**config.mk**
```make
export PLATFORM = sky130hd
export DESIGN_NAME = pwm_duty_meter
export DESIGN_NICKNAME = d
export VERILOG_FILES = /design/src/rtl/pwm_duty_meter.sv
export SDC_FILE = /design/constraint.sdc
export NUM_CORES = 1
export LEC_CHECK = 0
export BUFFER_PORTS_ARGS = -buffer_cell sky130_fd_sc_hd__buf_2
export CORE_ASPECT_RATIO = 1.2
export CORE_MARGIN = 2
export CORE_UTILIZATION = 39
export CTS_BUF_LIST = sky130_fd_sc_hd__clkbuf_16
export DETAILED_ROUTE_END_ITERATION = 16
export GPL_TIMING_DRIVEN = 0
export PLACE_DENSITY = 0.55
export SKIP_LAST_GASP = 1
export SYNTH_ARGS = -nofsm -noshare
export SYNTH_HDL_FRONTEND = slang
export SYNTH_SLANG_ARGS = --single-unit
```
**constraint.sdc**
```tcl
create_clock -name clk -period 8.7 [get_ports clk]
set_input_delay 0.87 -clock clk [delete_from_list [all_inputs] [get_ports clk]]
set_output_delay 0.87 -clock clk [all_outputs]
set_load 0.05 [all_outputs]
```
**src/rtl/pwm_duty_meter.sv**
```systemverilog
// pwm_duty_meter: measures one period, high time and fractional duty of an async waveform
// Ports: clk/rst (async, active-high); en enables measuring; sig_in is the raw waveform;
// meas_valid/meas_ready hand off period, high_time, duty (high_time*2^FRAC_W/period)
// and the stuck_hi/stuck_lo timeout flags.
module pwm_duty_meter #(
  parameter int CNT_W  = 16,
  parameter int FRAC_W = 8
) (
  input  logic              clk,
  input  logic              rst,
  input  logic              en,
  input  logic              sig_in,
  output logic              meas_valid,
  input  logic              meas_ready,
  output logic [CNT_W-1:0]  period,
  output logic [CNT_W-1:0]  high_time,
  output logic [FRAC_W-1:0] duty,
  output logic              stuck_hi,
  output logic              stuck_lo
);
  localparam int RW = CNT_W + 1;
  localparam int SW = $clog2(FRAC_W + 1);
  localparam logic [CNT_W-1:0] MAX = '1;
  typedef enum logic [2:0] {IDLE, ARM, MEAS_HI, MEAS_LO, DIVIDE, HOLD} state_t;
  state_t state_q, state_d;
  logic s1_q, s1_d, s2_q, s2_d, prev_q, prev_d;
  logic [CNT_W-1:0] cnt_p_q, cnt_p_d, cnt_h_q, cnt_h_d;
  logic [CNT_W-1:0] period_q, period_d, high_q, high_d;
  logic [FRAC_W-1:0] duty_q, duty_d, quo_q, quo_d, quo_nx;
  logic [RW-1:0] rem_q, rem_d, rem_nx;
  logic [RW:0] rem_sh, rem_sub;
  logic [SW-1:0] step_q, step_d;
  logic valid_q, valid_d, stuck_hi_q, stuck_hi_d, stuck_lo_q, stuck_lo_d;
  logic rise, fall, tmo, ge;
  always_comb begin
    state_d    = state_q;
    cnt_p_d    = cnt_p_q;
    cnt_h_d    = cnt_h_q;
    period_d   = period_q;
    high_d     = high_q;
    duty_d     = duty_q;
    quo_d      = quo_q;
    rem_d      = rem_q;
    step_d     = step_q;
    valid_d    = valid_q;
    stuck_hi_d = stuck_hi_q;
    stuck_lo_d = stuck_lo_q;
    s1_d       = sig_in;
    s2_d       = s1_q;
    prev_d     = s2_q;
    rise       = s2_q & ~prev_q;
    fall       = ~s2_q & prev_q;
    tmo        = cnt_p_q == MAX;
    // Remainder never exceeds period, so doubling it always fits in RW bits;
    // high_time == period keeps the remainder at period and saturates duty to all-ones.
    rem_sh     = {rem_q, 1'b0};
    rem_sub    = rem_sh - {2'b00, period_q};
    ge         = rem_sh >= {2'b00, period_q};
    rem_nx     = RW'(ge ? rem_sub : rem_sh);
    quo_nx     = (quo_q << 1) | FRAC_W'(ge);
    case (state_q)
      IDLE: begin
        if (en) begin
          state_d = ARM;
          cnt_p_d = '0;
          cnt_h_d = '0;
        end
      end
      ARM, MEAS_HI, MEAS_LO: begin
        if (!en) begin
          state_d    = IDLE;
          stuck_hi_d = 1'b0;
          stuck_lo_d = 1'b0;
        end else if (state_q == ARM && rise) begin
          cnt_p_d = CNT_W'(1);
          cnt_h_d = CNT_W'(1);
          state_d = MEAS_HI;
        end else if (state_q == MEAS_LO && rise) begin
          period_d = cnt_p_q;
          high_d   = cnt_h_q;
          rem_d    = RW'(cnt_h_q);
          quo_d    = '0;
          step_d   = '0;
          state_d  = DIVIDE;
        end else if (tmo) begin
          period_d   = MAX;
          high_d     = state_q == ARM ? (s2_q ? MAX : '0) : cnt_h_q;
          rem_d      = RW'(high_d);
          quo_d      = '0;
          step_d     = '0;
          stuck_hi_d = s2_q;
          stuck_lo_d = ~s2_q;
          state_d    = DIVIDE;
        end else if (state_q == ARM) begin
          cnt_p_d = cnt_p_q + CNT_W'(1);
        end else begin
          cnt_p_d = cnt_p_q + CNT_W'(1);
          cnt_h_d = cnt_h_q + CNT_W'(s2_q);
          state_d = fall ? MEAS_LO : state_q;
        end
      end
      DIVIDE: begin
        if (!en) begin
          state_d    = IDLE;
          stuck_hi_d = 1'b0;
          stuck_lo_d = 1'b0;
        end else begin
          rem_d  = rem_nx;
          quo_d  = quo_nx;
          step_d = step_q + SW'(1);
          if (step_q == SW'(FRAC_W - 1)) begin
            duty_d  = quo_nx;
            valid_d = 1'b1;
            state_d = HOLD;
          end
        end
      end
      HOLD: begin
        if (meas_ready) begin
          valid_d    = 1'b0;
          stuck_hi_d = 1'b0;
          stuck_lo_d = 1'b0;
          cnt_p_d    = '0;
          cnt_h_d    = '0;
          state_d    = en ? ARM : IDLE;
        end
      end
      default: state_d = IDLE;
    endcase
  end
  always_ff @(posedge clk or posedge rst) begin
    if (rst) begin
      state_q    <= IDLE;
      s1_q       <= 1'b0;
      s2_q       <= 1'b0;
      prev_q     <= 1'b0;
      cnt_p_q    <= '0;
      cnt_h_q    <= '0;
      period_q   <= '0;
      high_q     <= '0;
      duty_q     <= '0;
      quo_q      <= '0;
      rem_q      <= '0;
      step_q     <= '0;
      valid_q    <= 1'b0;
      stuck_hi_q <= 1'b0;
      stuck_lo_q <= 1'b0;
    end else begin
      state_q    <= state_d;
      s1_q       <= s1_d;
      s2_q       <= s2_d;
      prev_q     <= prev_d;
      cnt_p_q    <= cnt_p_d;
      cnt_h_q    <= cnt_h_d;
      period_q   <= period_d;
      high_q     <= high_d;
      duty_q     <= duty_d;
      quo_q      <= quo_d;
      rem_q      <= rem_d;
      step_q     <= step_d;
      valid_q    <= valid_d;
      stuck_hi_q <= stuck_hi_d;
      stuck_lo_q <= stuck_lo_d;
    end
  end
  assign meas_valid = valid_q;
  assign period     = period_q;
  assign high_time  = high_q;
  assign duty       = duty_q;
  assign stuck_hi   = stuck_hi_q;
  assign stuck_lo   = stuck_lo_q;
endmodule

```
# Word level (Yosys, flattened, before mapping)
# Index checks and enable logic that the tools add are counted.
# totals
ff_bits	109
word_cells	132
# op_classes
n_addsub	4
n_lt_le_gt_ge	1
eq_ne	24
mux	65
n_bitwise	6
n_reduce_logical	17
# op_table
operator	count
16-bit 2-to-1 mux	17
17-bit 2-to-1 mux	6
16-bit one-hot mux with 3 select lines	2
7-bit 2-to-1 mux	5
17-bit one-hot mux with 2 select lines	1
3-bit 2-to-1 mux	10
3-bit != test, second input constant	8
4-bit 2-to-1 mux	5
18-bit by 16-bit greater-or-equal comparator with 1-bit output	1
17-bit by 16-bit subtractor with 17-bit output	1
16-bit by 1-bit adder with 16-bit output	1
16-bit by 1-bit adder with 16-bit output, second input constant	1
16-bit equality test, second input constant	1
2-bit != test, second input constant	7
7-bit one-hot mux with 2 select lines	1
1-bit 2-to-1 mux	13
6-bit != test, second input constant	2
3-bit one-hot mux with 4 select lines	1
6-bit AND reduction	2
5-bit AND reduction	2
8-bit by 1-bit OR with 8-bit output	1
4-bit one-hot mux with 2 select lines	1
4-bit AND reduction	2
7-bit AND reduction	1
15 further kinds	25

# Depth between registers and ports, before layout
# Gate-level depths: netlist of the first run.
# depth
depth_word	9
mapped_depth	11
depth_no_buf	10

# Worst setup path before layout of the first run
# OpenSTA, ideal clock, no wires.
# synth_timing
path_type	flip-flop to flip-flop
startpoint	reg period_q[15] (netlist: period[15])
endpoint	reg rem_q[1]
setup_time_ns	0.126
arrival_ns	2.657
required_ns	8.574
slack_ns	5.917
path_stages_with_launch	9
path_buffers	0
period_less_slack_ns	2.783
path_cell_list	dfrtp_1 > inv_1 > ha_1 > a2111o_1 > or4_1 > o21ai_2 > a21oi_4 > mux2i_1 > a221o_1
# synth_via
elab_chain_len	4
# synth_lines
item	line	text
start, declared	28	logic [CNT_W-1:0] period_q, period_d, high_q, high_d;
start signal, assigned	155	period_q <= period_d;
18-bit by 16-bit greater-or-equal comparator with 1-bit output	58	ge = rem_sh >= {2'b00, period_q};
17-bit 2-to-1 mux	59	rem_nx = RW'(ge ? rem_sub : rem_sh);
17-bit 2-to-1 mux	103	if (!en) begin
17-bit one-hot mux with 2 select lines	61	case (state_q)
end signal, assigned	159	rem_q <= rem_d;
end, declared	30	logic [RW-1:0] rem_q, rem_d, rem_nx;
# Every way passes these cells. The select of a mux whose other input is x is not followed.
# A chain may end at the register's enable or synchronous reset.

# Worst setup path in the final report of the first run
# layout_timing
startpoint	reg state_q[1]
endpoint	reg duty_q[3] (netlist: duty[3])
# layout_via
elab_chain_len	2
# layout_lines
item	line	text
start, declared	25	state_t state_q, state_d;
start signal, assigned	149	state_q <= state_d;
3-bit equality test	61	
3-bit AND reduction (no line)	-	
end signal, assigned	157	duty_q <= duty_d;
end, declared	29	logic [FRAC_W-1:0] duty_q, duty_d, quo_q, quo_d, quo_nx;
# Every way passes these cells.

==> impl_metrics.tcl, run 1 <==
set metrics [dict create \
    fin_crit_ns 2.83 \
    die_h_um 141 \
    final_nets 740 \
    syn-num-nets 681 \
    ys.flop_type "dfrtp_1" \
    root_buffer "clkbuf_16" \
    synth_edf_count 0 \
    first_pass_iters 4 \
    coreArea_sq_mm 0.0151 \
    insertion_delay_ns 0.36 \
    n_antenna_cell 0 \
    synth_top_area_share 0.450 \
    synth.distinct_cells 66 \
    slew_headroom 0.268 \
    clk_pin_slew_ns 0.08 \
    synth_common_cells "dfrtp_1, nor2_1, a21oi_1" \
    synth_area_leaders "dfrtp_1, a21oi_1, nor2_1, ha_1, nand2_1" \
    yosysWarnings 0 \
    power_density_mw_per_mm2 351 \
    grt.overflow.total 0 \
    synth_area_sq_mm 0.00606 \
    fin_crit_sh 0.325 \
    seq_area_frac_synth 0.450 \
    fp.dieArea_sq_mm 0.0166 \
    grt_pass1_wl_mm 27.2 \
    drtIter0Drc 256 \
    numPortBuffers 47 \
    ff2ff_setup_slack_ns 5.87 \
    grt_pass1_vias 5120 \
    required_ns 8.95 \
    whs_path_depth 0 \
    tritoncts "yes" \
    hp-class "reg2reg" \
    drtAntennaViolNets 0 \
    finalHoldWorstSlack_ns 0.354 \
    r2r_cells 5 \
    ys_ff_latch 109 \
    crit_buf_inv 1 \
    endpoint_kind "flop" \
    cp_max_fo 9 \
    fillers 1557 \
    critPathMaxStageDelay_ns 0.93 \
    whs_endpoint "prev_d" \
    maxSlewViolCount 0 \
    cts.sinks 109 \
    hold_viol_final 0 \
    rsz0062_at_grt "false" \
    netlist_instances 655 \
    h-tree-depth 3 \
    critical-path-slowest-cell "nor2_1" \
    drc 0 \
    rows 49 \
    fin_setup_tns_ns 0 \
    r2r_start "state_q[1]" \
    synthArstFlopShare 1.00 \
    wl_per_cell_um 17.9 \
    ir_drop_mv 0.132 \
    via_per_inst 5.46 \
    fin_skew_ns 0.0137 \
    cts_made_buffers 9 \
    p_leak_nw 3.16 \
    dr_total_vias 5036 \
    ctsResizeCount 0 \
    synth_area_leader_cell "dfrtp_1" \
    cts-hold-fix-buffers 0 \
    worst_path_most_repeated_cell "nor2_1" \
    crit_arrival_ns 3.08 \
    final_core_util 0.457 \
    die_x_um 118 \
    grt_usage 0.207 \
    finalPower_mw 2.42 \
    critPathTopFamily "simple AND/OR/NAND/NOR gates" \
    routabilityCongestion 0.912 \
    grt_max_degree 63 \
    worstMarginPinSlew_ns 1.09 \
    layout-drive-gt1-share 0.142 \
    cp-start-kind "flop" \
    dp_cells 907 \
    dp_hpwl_mm 12.6 \
    crit_type "reg2reg" \
    final_cells 923 \
    drt-total-wl_mm 16.5 \
    area_growth_pct 13.7 \
    hold_start "s1_q" \
    postCtsSetupBuffers 0 \
    io_pins 48 \
    start_util 0.402 \
    worstPathCellList "clkbuf_1 -> nor2_1 -> nand3_1 -> nor2_1 -> mux2_2" \
    status "finished, final reports clean" \
    setup_violations 0 \
    maxCapViolCount 0 \
    r2r-end "duty[3]" \
    yosysMostFrequentCell "dfrtp_1" \
    clk_path_buf_depth 2 \
    syn_area_per_cell_sq_um 9.25 \
    max_freq_mhz 354 \
    antenna_found_initial 0 \
]
registers in the layout, indices dropped and copies added (netlist names), 3 cells and up:
register / cells
step_q: 4
high_time: 16
cnt_p_q: 16
period: 16
cnt_h_q: 16
state_q: 3
quo_q: 7
duty: 8
rem_q: 17
routing by layer:
metal | wire length (um) | vias to the layer above | GRT usage | share of wire
met5 | 0 | - | 0 | 0
met4 | 408 | 0 | 0.0685 | 0.025
met3 | 519 | 24 | 0.0289 | 0.031
met2 | 8290 | 104 | 0.361 | 0.50
met1 | 7320 | 2451 | 0.265 | 0.44
li1 | - | 2457 | - | -
placed cells by master (no fill, tap or decap), types with 10 or more instances in the layout:
cell type / n
dfrtp_1: 109
nor2_1: 91
a21oi_1: 70
nand2_1: 56
buf_2: 54
inv_1: 26
o21ai_0: 26
xnor2_1: 23
nand3_1: 20
ha_1: 20
clkbuf_1: 17
nor3_1: 15
mux2i_1: 12
xor2_1: 10
o221ai_1: 10
report_power, final:
part / switching [mW] / internal [mW] / total [mW]
combinational: 0.855 / 0.391 / 1.25
sequential: 0.107 / 0.638 / 0.745
clock: 0.219 / 0.208 / 0.427
kinds of logic (layout without fill, tap and decap cells):
group	Yosys count	after routing	share of synthesized area
AOI/OAI and AO/OA	180	180	0.196
xor gates and xnor gates	33	33	0.0477
adders and majority gates	21	21	0.0446
buffers and inverters	57	121	0.0444
DFF	109	109	0.450
muxes	20	20	0.0347
and+or+nand+nor	235	235	0.182
how the worst max path moves through the flow:
stage | cells past startpoint | slack, ns | from | end
final | 5 | 5.87 | state_q[1] | duty[3]
after global placement | 2 | 3.60 | rst | stuck_lo
after CTS | 9 | 5.88 | period[0] | rem_q[13]
after global routing | 7 | 5.65 | prev_d | cnt_p_q[6]
after floorplan | 1 | 4.96 | rst | cnt_h_q[0]
after detailed placement | 5 | 5.63 | en | duty[3]
cell type report:
class / count / area (sq um) / area share
clock buffers: 9 / 225 / 0.0327
multi-input cells: 489 / 3060 / 0.445
inverters: 27 / 104 / 0.0151
well taps: 204 / 255 / 0.0371
repair buffers: 48 / 263 / 0.0382
plain buffers: 30 / 168 / 0.0244
flip-flops and latches: 109 / 2730 / 0.396
clock inverters: 7 / 81.3 / 0.0118
metrics by stage:
| step | area, sq um | setup slack, ns |
|---|---|---|
| finish | 6890 | 5.87 |
| global route | 6890 | 5.65 |
| CTS | 6890 | 5.88 |
| detailed placement | 6580 | 5.63 |
| global placement | 6550 | 3.60 |
| floorplan | 6060 | 4.96 |
Note: power is estimated with default switching activity, not from simulation.
==> run 2, diff against run 1 <==
--- a/config.mk
+++ b/config.mk
@@ -12,7 +12,7 @@
 export CTS_BUF_LIST = sky130_fd_sc_hd__clkbuf_16
 export DETAILED_ROUTE_END_ITERATION = 16
 export GPL_TIMING_DRIVEN = 0
-export PLACE_DENSITY = 0.55
+export PLACE_DENSITY = 0.57
 export SKIP_LAST_GASP = 1
 export SYNTH_ARGS = -nofsm -noshare
 export SYNTH_HDL_FRONTEND = slang
==> constraint.sdc (replaced) <==
create_clock -name clk -period 2.6 [get_ports clk]
set_input_delay 0.26 -clock clk [delete_from_list [all_inputs] [get_ports clk]]
set_output_delay 0.26 -clock clk [all_outputs]
set_load 0.05 [all_outputs]
==> run 2 against run 1 <==
- sequential power grew to 3.4 times the previous value
- fmax is 11% higher
- design area is 3.6% higher
- combinational power grew to 3.5 times the previous value
==> impl_metrics.tcl, run 2 (synthesis gave the netlist of run 1 again) <==
set metrics [dict create \
    antenna_found_initial 0 \
    grt_pass1_vias 5160 \
    place_area_sq_mm 0.00662 \
    drt-total-wl_mm 16.7 \
    start_util 0.402 \
    coreArea_sq_mm 0.0151 \
    layout_commonest_cell "dfrtp_1" \
    drc 0 \
    setup_violations 0 \
    r2r_cells 10 \
    numPortBuffers 47 \
    grt.overflow.total 0 \
    final_nets 748 \
    cp-start-kind "flop" \
    p_clk_frac 0.171 \
    status "finished, final reports clean" \
    maxSlewViolCount 0 \
    die_h_um 141 \
    p_int_mw 4.34 \
    area_growth_pct 17.8 \
    drtAntennaViolNets 0 \
    rows 49 \
    dp_hpwl_mm 12.6 \
    wl_per_cell_um 18.0 \
    mostFrequentLayoutCells "dfrtp_1, nor2_1, a21oi_1" \
    endpoint_kind "flop" \
    grt_pass1_wl_mm 27.2 \
    drtIter0Drc 335 \
    power_density_mw_per_mm2 1180 \
    hp-class "in2async" \
    grt_max_degree 43 \
    switchingPower_mw 4.07 \
    finalPower_mw 8.42 \
    fin_crit_sh 0.983 \
    routabilityCongestion 0.870 \
    crit_type "reg2reg" \
    finalHoldWorstSlack_ns 0.0247 \
    fp.dieArea_sq_mm 0.0166 \
    top_register "rem_q" \
    ir_drop_mv 0.418 \
    met2_usage 0.352 \
    pwr-share-comb 0.527 \
    required_ns 2.85 \
    cts.sinks 109 \
    clk_path_buf_depth 2 \
    max_freq_mhz 391 \
    grt.met1_usage 0.259 \
    fin_crit_ns 2.56 \
    insertion_delay_ns 0.36 \
    crit_arrival_ns 2.81 \
    cts_made_buffers 9 \
    hold_viol_final 0 \
    dp_cells 908 \
    first_pass_iters 5 \
    cp_max_fo 8 \
    h-tree-depth 3 \
    layout-drive-gt1-share 0.204 \
    grt_util_met3 0.0277 \
    tritoncts "yes" \
    n_antenna_cell 0 \
    grt_usage 0.207 \
    largest_reg_flops 17 \
    dr_total_vias 5176 \
    die_x_um 118 \
    stdcell_area_sq_mm 0.00713 \
    rsz0062_at_grt "true" \
    swShare 0.484 \
    p_leak_nw 3.23 \
    slew_headroom 0.485 \
    via_per_inst 5.56 \
    fin_setup_tns_ns 0 \
    clk_pin_slew_ns 0.09 \
    busiest_layer "met2" \
    worstMarginPinSlew_ns 0.771 \
    fin_skew_ns 0.00961 \
    p_seq_frac 0.302 \
    final_cells 931 \
    fillers 1488 \
    io_pins 48 \
    maxCapViolCount 0 \
    root_buffer "clkbuf_16" \
]
[run 2: critical path, stage by stage (launching register included)]
cell      delay [ns]
dfrtp_1         0.44
ha_1            0.30
clkbuf_8        0.16
o21a_1          0.18
o21a_1          0.22
or4_4           0.42
o21ai_2         0.09
a21oi_4         0.08
buf_4           0.15
nor4b_2         0.14
a221o_1         0.26
[run 2: routing by layer]
| metal | part of all wire | vias to the layer above |
|---|---|---|
| met5 | 0 | - |
| met4 | 0.038 | 0 |
| met1 | 0.43 | 2527 |
| li1 | - | 2481 |
| met2 | 0.50 | 136 |
| met3 | 0.032 | 32 |
[run 2: worst paths after layout]
| check | start | slack [ns] | to |
|---|---|---|---|
| worst max-delay path | rem_q[9] | 0.04 | rem_q[16] |
| worst min-delay path | rst | 0.02 | duty[4] |
| worst max register to register | rem_q[9] | 0.04 | rem_q[16] |
| worst min register to register | s1_q | 0.37 | prev_d |
| max in group asynchronous | rst | 1.63 | period[7] |
| min in group clk | meas_ready | 0.26 | meas_valid |
[run 2: cell type report]
class	count	area, sq um	area share
Buffer	29	173	0.0242
Clock buffer	9	225	0.0316
Clock inverter	7	83.8	0.0118
Inverter	27	105	0.0147
Multi-Input combinational cell	489	3210	0.450
Sequential cell	109	2740	0.384
Tap cell	204	255	0.0358
Timing Repair Buffer	57	338	0.0474
[run 2: stage by stage]
| step | worst slack [ns] | utilization |
|---|---|---|
| final | 0.0433 | 0.473 |
| after global routing | -0.0884 | 0.473 |
| after CTS | -0.0194 | 0.462 |
| after detailed placement | -0.148 | 0.439 |
| after global placement | -0.137 | 0.436 |
| after floorplan | 0.00321 | - |
[run 2: repair_timing]
item                                   CTS  global route
setup endpoints to repair               38            72
endpoints found under the hold margin    1             0
setup buffers                            4             3
cloned                                   0             0
resized for setup                        4            37
hold buffers                             1             0
pin swaps                                0             3
[run 2: power by group through the flow]
stage	Clock (mW)	Sequential, mW	Combinational [mW]
6_report	1.44	2.54	4.43
2_1_floorplan	0	3.33	2.31
5_1_grt	1.54	2.61	4.82
3_3_place_gp	0	2.54	4.12
4_1_cts	1.48	2.52	4.20
3_5_place_dp	0	2.56	4.16
